<file path="config.mk">
export PLATFORM = sky130hd
export DESIGN_NAME = sw_debounce
export DESIGN_NICKNAME = d
export VERILOG_FILES = /design/src/rtl/lab_pkg.sv /design/src/rtl/sw_debounce_bit.sv /design/src/rtl/sw_debounce.sv
export SDC_FILE = /design/constraint.sdc
export NUM_CORES = 1
export LEC_CHECK = 0
export CELL_PAD_IN_SITES_DETAIL_PLACEMENT = 1
export CELL_PAD_IN_SITES_GLOBAL_PLACEMENT = 1
export CORE_ASPECT_RATIO = 1.4
export CORE_UTILIZATION = 50
export CTS_BUF_LIST = sky130_fd_sc_hd__clkbuf_8 sky130_fd_sc_hd__clkbuf_16
export DETAILED_ROUTE_END_ITERATION = 12
export PLACE_DENSITY_LB_ADDON = 0.15
export SLEW_MARGIN = 0
export SYNTH_ARGS = -nofsm -noshare
export SYNTH_HDL_FRONTEND = slang
export SYNTH_SLANG_ARGS = --single-unit
</file>
<file path="constraint.sdc">
create_clock -name clk -period 4.6 [get_ports clk]
set_input_delay 1.15 -clock clk [delete_from_list [all_inputs] [get_ports clk]]
set_output_delay 1.15 -clock clk [all_outputs]
set_load 0.02 [all_outputs]
</file>
<file path="src/rtl/lab_pkg.sv">
// Shared constants for the lab board front end: switch count, debounce interval,
// and the debounce counter width helper.
package lab_pkg;

   localparam int unsigned SW_WIDTH               = 8;
   localparam int unsigned DEBOUNCE_CYCLES_100MHZ = 1_000_000;

   // Width needed to count 0..cycles-1. Floors at 1 so tiny values still get a real counter.
   function automatic int unsigned cnt_width(input int unsigned cycles);
      return (cycles < 2) ? 1 : $clog2(cycles);
   endfunction

endpackage

</file>
<file path="src/rtl/sw_debounce_bit.sv">
// One switch bit: two-flop synchroniser, stability counter, clean level and edge strobes.
module sw_debounce_bit
   import lab_pkg::*;
#(
   parameter int unsigned STABLE_CYCLES = DEBOUNCE_CYCLES_100MHZ
) (
   input  logic clk,
   input  logic rst,
   input  logic sw,
   output logic sw_clean,
   output logic sw_rise,
   output logic sw_fall
);

   localparam int unsigned   CntW   = cnt_width(STABLE_CYCLES);
   localparam logic [CntW-1:0] CntMax = CntW'(STABLE_CYCLES - 1);

   logic            s1_q, s2_q;
   logic [CntW-1:0] cnt_q, cnt_d;
   logic            clean_q, clean_d;
   logic            rise_q, rise_d;
   logic            fall_q, fall_d;

   always_comb begin
      cnt_d   = cnt_q;
      clean_d = clean_q;
      rise_d  = 1'b0;
      fall_d  = 1'b0;
      if (s2_q == clean_q) begin
         cnt_d = '0;
      end else if (cnt_q == CntMax) begin
         clean_d = s2_q;
         cnt_d   = '0;
         rise_d  = s2_q;
         fall_d  = ~s2_q;
      end else begin
         cnt_d = cnt_q + 1'b1;
      end
   end

   always_ff @(posedge clk) begin
      if (rst) begin
         s1_q    <= 1'b0;
         s2_q    <= 1'b0;
         cnt_q   <= '0;
         clean_q <= 1'b0;
         rise_q  <= 1'b0;
         fall_q  <= 1'b0;
      end else begin
         s1_q    <= sw;
         s2_q    <= s1_q;
         cnt_q   <= cnt_d;
         clean_q <= clean_d;
         rise_q  <= rise_d;
         fall_q  <= fall_d;
      end
   end

   assign sw_clean = clean_q;
   assign sw_rise  = rise_q;
   assign sw_fall  = fall_q;

endmodule

</file>
<file path="src/rtl/sw_debounce.sv">
// Debounces the raw slide-switch vector into a clean level plus per-bit rise/fall strobes.
module sw_debounce
   import lab_pkg::*;
#(
   parameter int unsigned WIDTH         = SW_WIDTH,
   parameter int unsigned STABLE_CYCLES = DEBOUNCE_CYCLES_100MHZ
) (
   input  logic             clk,
   input  logic             rst,
   input  logic [WIDTH-1:0] sw,
   output logic [WIDTH-1:0] sw_clean,
   output logic [WIDTH-1:0] sw_rise,
   output logic [WIDTH-1:0] sw_fall
);

   for (genvar g = 0; g < WIDTH; g++) begin : g_bit
      sw_debounce_bit #(
         .STABLE_CYCLES(STABLE_CYCLES)
      ) u_bit (
         .clk     (clk),
         .rst     (rst),
         .sw      (sw[g]),
         .sw_clean(sw_clean[g]),
         .sw_rise (sw_rise[g]),
         .sw_fall (sw_fall[g])
      );
   end

endmodule
</file>
==> impl_summary.log, run 1 <==
INFO  metric fp.dieH = ~160 um
INFO  metric num_vias = about 6900
INFO  metric postSynth.asyncResetShare = 0%
INFO  metric grt_first_pass_wirelength = between 30000 and 40000 um
INFO  metric drv_cap = 0
INFO  metric die_area = roughly 18000 sq um
INFO  metric start_util = 51.7%
INFO  metric placedCellCount = 1207
INFO  metric gp_congestion = approximately 0.75
INFO  metric area_share_of_the_leading_cell_type_in_the_synthesized_netlist = between 40% and 50%
INFO  metric first_global_vias = ~6900
INFO  metric post_synth_instance_area = a little under 9000 sq um
INFO  metric insertedDiodeCount = 0
INFO  metric worst_setup_path_start_kind = flip-flop
INFO  metric synth.most_common_cell = sky130_fd_sc_hd__dfxtp_1
INFO  metric final_worst_path_period_need = 2.66 ns
INFO  metric core_area = roughly 17000 sq um
INFO  metric numCtsBuffers = 17
INFO  metric number_of_buffers_added_on_ports = 33
INFO  metric htree_num_levels = 4
INFO  metric grt_start_max_net_pins = 30
INFO  metric relSlewSlack = 47.2%
INFO  metric skew = roughly 0.011 ns
INFO  metric gr-total-overflow = 0
INFO  metric critPathTopFamily = buffers and inverters
INFO  metric layout.cells.non_filler = between 1000 and 1500
INFO  metric number_of_max_slew_violations_in_the_final_report = 0
INFO  metric post-cts-setup-buffer-count = 0
INFO  metric overall_track_demand_over_capacity_in_global_routing = approximately 22%
INFO  metric synth_edf_count = 0
INFO  metric yosys_warnings = 0
INFO  metric wl_per_cell = about 15 um
INFO  metric clockBufferDepth = 2
INFO  metric grt_setup_unrepaired = false
INFO  metric dp.final_hpwl = around 13000 um
INFO  metric ordered_list_of_cells_on_the_worst_path = clkdlybuf4s50_1
INFO  metric detail_route.iter0.violations = around 260
INFO  metric cts_sinks = 200
INFO  metric tightestPinTransition = approximately 0.79 ns
INFO  metric clock_tree_from_tritoncts = done
INFO  metric arrival = 1.51 ns
INFO  metric post_synth_net_total = between 1000 and 1500
INFO  metric layout_worst_path_cycle_share = between 50% and 60%
INFO  metric fmaxAchievable = 376 MHz
INFO  metric antenna_found_initial = 0
INFO  metric area_delta_synth_final = 11.1%
INFO  metric slowest_delay = roughly 0.64 ns
INFO  metric ant_nets_after_route = 0
INFO  metric cellLeakagePower = ~2.8 nW
INFO  metric die_w = about 110 um
INFO  metric drt-pass1-iter-count = 4
INFO  metric critical_path.n_buffers_inverters = 1
INFO  metric remaining_drc_errors = 0
INFO  metric synth_top_cell_by_area = sky130_fd_sc_hd__dfxtp_1
INFO  metric ctsRootBufferMaster = sky130_fd_sc_hd__clkbuf_16
INFO  metric worst_skew_pair.late_latency = between 0.4 and 0.5 ns
INFO  metric totalWireLength = about 18000 um
INFO  metric timing.final.hold_violations = 0
INFO  metric hold_path_class = flip-flop to flip-flop
INFO  metric fraction_of_layout_instances_using_a_drive_strength_above_1 = 6.27%
INFO  metric route.detailed.vias_per_inst = ~5.6
INFO  metric cts-hold-fix-buffers = 0
INFO  metric critical_path_peak_fanout = 4
INFO  metric setup_viol_count_final = 0
INFO  metric power_per_cell_area = around 350 nW/um^2
INFO  metric post_synth.cell_area_avg = 8.85 sq um
INFO  metric worst-endpoint-required = approximately 3.5 ns
INFO  metric synthDistinctLibCells = 47
INFO  metric ys_top_cells_by_area = sky130_fd_sc_hd__dfxtp_1, sky130_fd_sc_hd__xnor2_1, sky130_fd_sc_hd__nor2_1
INFO  metric layout.filler_cells = around 1900
INFO  metric run_status = completed
INFO  metric finalNetCount = approximately 1000
INFO  metric seq_area_frac_synth = 45.9%
INFO  metric setup_total_negative_slack = 0 ns
INFO  metric top_level_ports = 34
INFO  metric endpoint_kind = output port
INFO  metric worst_ir_drop_vdd = roughly 0.21 mV
INFO  metric clkTransAtPathRegs = 0.07 ns
INFO  metric ys.flop_type = sky130_fd_sc_hd__dfxtp_1
INFO  metric timing_worst_setup_path_type = flip-flop to output port
INFO  metric post_synthesis_sequential_element_count = 200
INFO  metric synth_cells = between 900 and 1000
INFO  metric post_cts_resize_count = 0
INFO  metric slowest_library_cell_on_the_worst_path = sky130_fd_sc_hd__clkdlybuf4s50_1
INFO  metric std_cell_rows = 56
INFO  metric ys_top_cells_by_count = sky130_fd_sc_hd__dfxtp_1, sky130_fd_sc_hd__nor2_1, sky130_fd_sc_hd__nand3_1
-- metrics by stage --
stage | total power [mW] | hold slack (ns) | util [%] | instance area (sq um) | setup slack, ns
final | 3.38 | 0.443 | 57.4 | 9700 | 1.94
after global routing | 3.49 | 0.459 | 57.4 | 9700 | 1.89
after CTS | 3.42 | 0.450 | 57.4 | 9700 | 1.91
after detailed placement | 1.83 | 0.430 | 53.8 | 9080 | 2.01
after global placement | 1.83 | 0.417 | 53.8 | 9080 | 2.09
after floorplan | 1.81 | 0.414 | - | 8730 | 2.34
-- routing by layer --
| layer | share of wire (%) | global-route usage, % |
|---|---|---|
| met4 | 1.4 | 7.14 |
| met1 | 43 | 23.7 |
| met3 | 1.8 | 4.07 |
| met5 | 0 | 0 |
| met2 | 54 | 41.6 |
-- registers in the layout, summed over array words and instances, names as in the netlist --
register and count:
g_bit.u_bit.sw_rise 8, g_bit.u_bit.s1_q 8, g_bit.u_bit.sw_clean 8, g_bit.u_bit.sw_fall 8
g_bit.u_bit.cnt_q 160, g_bit.u_bit.s2_q 8
-- cell usage in the layout, fill, tap and decap left out, types with 27 or more instances in the layout --
cell type                         instances
sky130_fd_sc_hd__o21ai_0                 37
sky130_fd_sc_hd__inv_1                   35
sky130_fd_sc_hd__nor4_1                  27
sky130_fd_sc_hd__or3_1                   35
sky130_fd_sc_hd__clkdlybuf4s50_1         32
sky130_fd_sc_hd__dfxtp_1                200
sky130_fd_sc_hd__nand3_1                 62
sky130_fd_sc_hd__nand2_1                 45
sky130_fd_sc_hd__nand4_1                 37
sky130_fd_sc_hd__nor2_1                 117
sky130_fd_sc_hd__xor2_1                  47
sky130_fd_sc_hd__a21oi_1                 56
sky130_fd_sc_hd__or4_1                   33
sky130_fd_sc_hd__xnor2_1                 56
-- kinds of logic (layout without fill, tap and decap cells) --
kind of cell | Yosys count | in the layout | synth area share [%]
and+or+nand+nor | 471 | 471 | 29.7
xor gates and xnor gates | 103 | 103 | 10.3
DFF | 200 | 200 | 45.9
buffers and inverters | 83 | 100 | 4.93
adders and majority gates | 8 | 8 | 1.15
AOI/OAI and AO/OA | 122 | 122 | 8.05
-- power breakdown --
part | total, mW | leakage (nW) | internal [mW] | switching [mW]
clock network | 1.60 | 0.306 | 0.964 | 0.633
registers | 1.75 | 1.61 | 1.74 | 0.00607
logic | 0.0407 | 0.919 | 0.0164 | 0.0242
-- worst paths after layout --
check / to / startpoint / cells past startpoint / slack, ns
max: sw_clean[5] / g_bit[5].u_bit.sw_clean$_SDFFE_PP0P_ / 1 / 1.94
min: g_bit[5].u_bit.s2_q$_SDFF_PP0_ / g_bit[5].u_bit.s1_q$_SDFF_PP0_ / 1 / 0.44
max reg2reg: g_bit[2].u_bit.cnt_q[12]$_SDFF_PP0_ / g_bit[2].u_bit.cnt_q[0]$_SDFF_PP0_ / 5 / 2.19
min reg2reg: g_bit[5].u_bit.s2_q$_SDFF_PP0_ / g_bit[5].u_bit.s1_q$_SDFF_PP0_ / 1 / 0.44
-- cell type report --
class	instances	area (sq um)	share of cell area, %
Timing Repair Buffer	38	363	3.74
Tap cell	232	290	2.99
Clock buffer	18	439	4.53
Inverter	33	124	1.28
Clock inverter	11	183	1.88
Multi-Input combinational cell	704	4300	44.3
Sequential cell	200	4000	41.3
No activity file was read; power rests on OpenSTA's default activity.
==> inputs of run 2 (changes only) <==
--- a/config.mk
+++ b/config.mk
@@ -8,7 +8,7 @@
 export CELL_PAD_IN_SITES_DETAIL_PLACEMENT = 1
 export CELL_PAD_IN_SITES_GLOBAL_PLACEMENT = 1
 export CORE_ASPECT_RATIO = 1.4
-export CORE_UTILIZATION = 50
+export CORE_UTILIZATION = 47
 export CTS_BUF_LIST = sky130_fd_sc_hd__clkbuf_8 sky130_fd_sc_hd__clkbuf_16
 export DETAILED_ROUTE_END_ITERATION = 12
 export PLACE_DENSITY_LB_ADDON = 0.15
==> constraint.sdc (replaced) <==
create_clock -name clk -period 2.7 [get_ports clk]
set_input_delay 0.675 -clock clk [delete_from_list [all_inputs] [get_ports clk]]
set_output_delay 0.675 -clock clk [all_outputs]
set_load 0.02 [all_outputs]
==> run 2 against run 1 <==
- via count is 0.39% higher
- sequential power is 70% higher
- largest cell class unchanged
- critical endpoint is now g_bit[1].u_bit.cnt_q[8]$_SDFF_PP0_
- first-iteration DRC count is 7.4% lower
==> impl_summary.log, run 2 (synthesis gave the netlist of run 1 again) <==
INFO  metric run_status = completed
INFO  metric insertedDiodeCount = 0
INFO  metric core_area = between 15000 and 20000 sq um
INFO  metric worst_setup_path_endpoint = g_bit[1].u_bit.cnt_q[8]$_SDFF_PP0_
INFO  metric worst_hold_startpoint = g_bit[3].u_bit.s1_q$_SDFF_PP0_
INFO  metric worstRegToRegCells = 5
INFO  metric number_of_buffers_added_on_ports = 33
INFO  metric setup_viol_count_final = 0
INFO  metric timing.critical_path.from = g_bit[1].u_bit.cnt_q[12]$_SDFF_PP0_
INFO  metric std_cell_rows = 58
INFO  metric numCtsBuffers = 17
INFO  metric largest_register_ffs = 160
INFO  metric cellLeakagePower = a little under 3 nW
INFO  metric timing.hold.ws = 0.439 ns
INFO  metric layout_worst_path_cycle_share = approximately 85%
INFO  metric power_per_cell_area = 590 nW/um^2
INFO  metric clock_tree_from_tritoncts = done
INFO  metric grt_start_max_net_pins = 24
INFO  metric total_power = a little under 6 mW
INFO  metric grt_first_pass_wirelength = roughly 32000 um
INFO  metric whs_path_depth = 1
INFO  metric fmaxAchievable = ~430 MHz
INFO  metric drv_cap = 0
INFO  metric critical_path.reg2reg.endpoint = g_bit[1].u_bit.cnt_q[8]$_SDFF_PP0_
INFO  metric top_level_ports = 34
INFO  metric timing_worst_setup_path_type = flip-flop to flip-flop
INFO  metric post_cts_resize_count = 0
INFO  metric gr-usage-met3 = ~3.8%
INFO  metric ant_nets_after_route = 0
INFO  metric timing.final.hold_violations = 0
INFO  metric fp.dieH = between 150 and 200 um
INFO  metric final_worst_path_period_need = approximately 2.3 ns
INFO  metric skew = around 0.012 ns
INFO  metric max_flop_register = g_bit.u_bit.cnt_q
INFO  metric final_core_util = a little over half
INFO  metric gr-total-overflow = 0
INFO  metric area_delta_synth_final = 12.2%
INFO  metric worst-endpoint-required = around 3.0 ns
INFO  metric worst_skew_pair.late_latency = ~0.43 ns
INFO  metric post-cts-setup-buffer-count = 0
INFO  metric postLayoutCellArea = 9800 sq um
INFO  metric totalWireLength = 18300 um
INFO  metric cts_sinks = 200
INFO  metric critical_path_peak_fanout = 12
INFO  metric hold_path_class = flip-flop to flip-flop
INFO  metric grt_setup_unrepaired = false
INFO  metric clockBufferDepth = 2
INFO  metric first_global_vias = 7110
INFO  metric global_route.usage.met2 = between 30 and 40%
INFO  metric grtUsageMet1 = a little under a quarter
INFO  metric die_area = 19100 sq um
INFO  metric wl_per_cell = between 10 and 15 um
INFO  metric overall_track_demand_over_capacity_in_global_routing = between 20% and 30%
INFO  metric setup_total_negative_slack = 0 ns
INFO  metric detail_route.iter0.violations = 237
INFO  metric dp.final_hpwl = 13100 um
INFO  metric pre_cts_slack = between 0.3 and 0.4 ns
INFO  metric start_util = 48.3%
INFO  metric num_vias = 6959
INFO  metric remaining_drc_errors = 0
INFO  metric setup.reg_to_reg.worst_slack = slightly below 0.4 ns
INFO  metric worst_ir_drop_vdd = between 0.3 and 0.4 mV
INFO  metric fraction_of_layout_instances_using_a_drive_strength_above_1 = ~7.5%
INFO  metric clkTransAtPathRegs = roughly 0.070 ns
INFO  metric reg2reg_from = g_bit[1].u_bit.cnt_q[12]$_SDFF_PP0_
INFO  metric cts-hold-fix-buffers = 0
INFO  metric route.detailed.vias_per_inst = approximately 5.5
INFO  metric layout.filler_cells = about 2100
INFO  metric relSlewSlack = just over 60%
INFO  metric antenna_found_initial = 0
INFO  metric ctsRootBufferMaster = sky130_fd_sc_hd__clkbuf_16
INFO  metric drt-pass1-iter-count = 4
INFO  metric mostFrequentLayoutCell = sky130_fd_sc_hd__dfxtp_1
INFO  metric gp_congestion = ~0.75
INFO  metric layout.cells.most_common_list = sky130_fd_sc_hd__dfxtp_1, sky130_fd_sc_hd__nor2_1, sky130_fd_sc_hd__nand3_1, sky130_fd_sc_hd__xnor2_1, sky130_fd_sc_hd__a21oi_1
INFO  metric gr-max-usage-layer = met2
INFO  metric layout.cells.non_filler = between 1000 and 1500
INFO  metric worst_setup_path_start_kind = flip-flop
INFO  metric die_w = between 100 and 150 um
INFO  metric worst_slack = roughly 0.39 ns
INFO  metric placedCellCount = 1224
INFO  metric arrival = roughly 2.6 ns
INFO  metric number_of_max_slew_violations_in_the_final_report = 0
INFO  metric endpoint_kind = flip-flop
INFO  metric tightestPinTransition = between 0.5 and 0.6 ns
INFO  metric finalNetCount = a little over 1000
INFO  metric htree_num_levels = 4
INFO  metric placed_area = about 9000 sq um
## run 2: worst min path at each step
stage	endpoint
floorplan	g_bit[0].u_bit.s2_q$_SDFF_PP0_
global placement	g_bit[6].u_bit.s2_q$_SDFF_PP0_
detailed placement	g_bit[7].u_bit.s2_q$_SDFF_PP0_
CTS	g_bit[3].u_bit.s2_q$_SDFF_PP0_
global route	g_bit[3].u_bit.s2_q$_SDFF_PP0_
finish	g_bit[3].u_bit.s2_q$_SDFF_PP0_
## run 2: final cells by class
type                    count  area (sq um)  share of cell area [%]
multi-input cells         704          4300                    43.9
flip-flops and latches    200          4000                    40.9
clock buffers              20           467                    4.76
repair buffers             47           430                    4.39
well taps                 240           300                    3.07
clock inverters            12           174                    1.78
inverters                  33           124                    1.26
## run 2: report_power, final
part           internal [mW]  leakage, nW  switching (mW)
registers               2.96         1.61          0.0109
logic                 0.0317        0.958          0.0433
clock network           1.62        0.321            1.11
## run 2: metal layers
layer  wire, um  up-vias  part of all wire, %
met4        346        0                  1.9
met3        319       24                  1.7
met5          0        -                    0
li1           -     3504                    -
met1       7950     3372                   43
met2       9700       59                   53
## run 2: worst max-delay path: stages, from the launching register on
cell and delay (ns):
sky130_fd_sc_hd__dfxtp_1 0.36, sky130_fd_sc_hd__or4b_1 0.52, sky130_fd_sc_hd__or4_1 0.67, sky130_fd_sc_hd__o21bai_4 0.30, sky130_fd_sc_hd__buf_4 0.28, sky130_fd_sc_hd__nor2_1 0.07
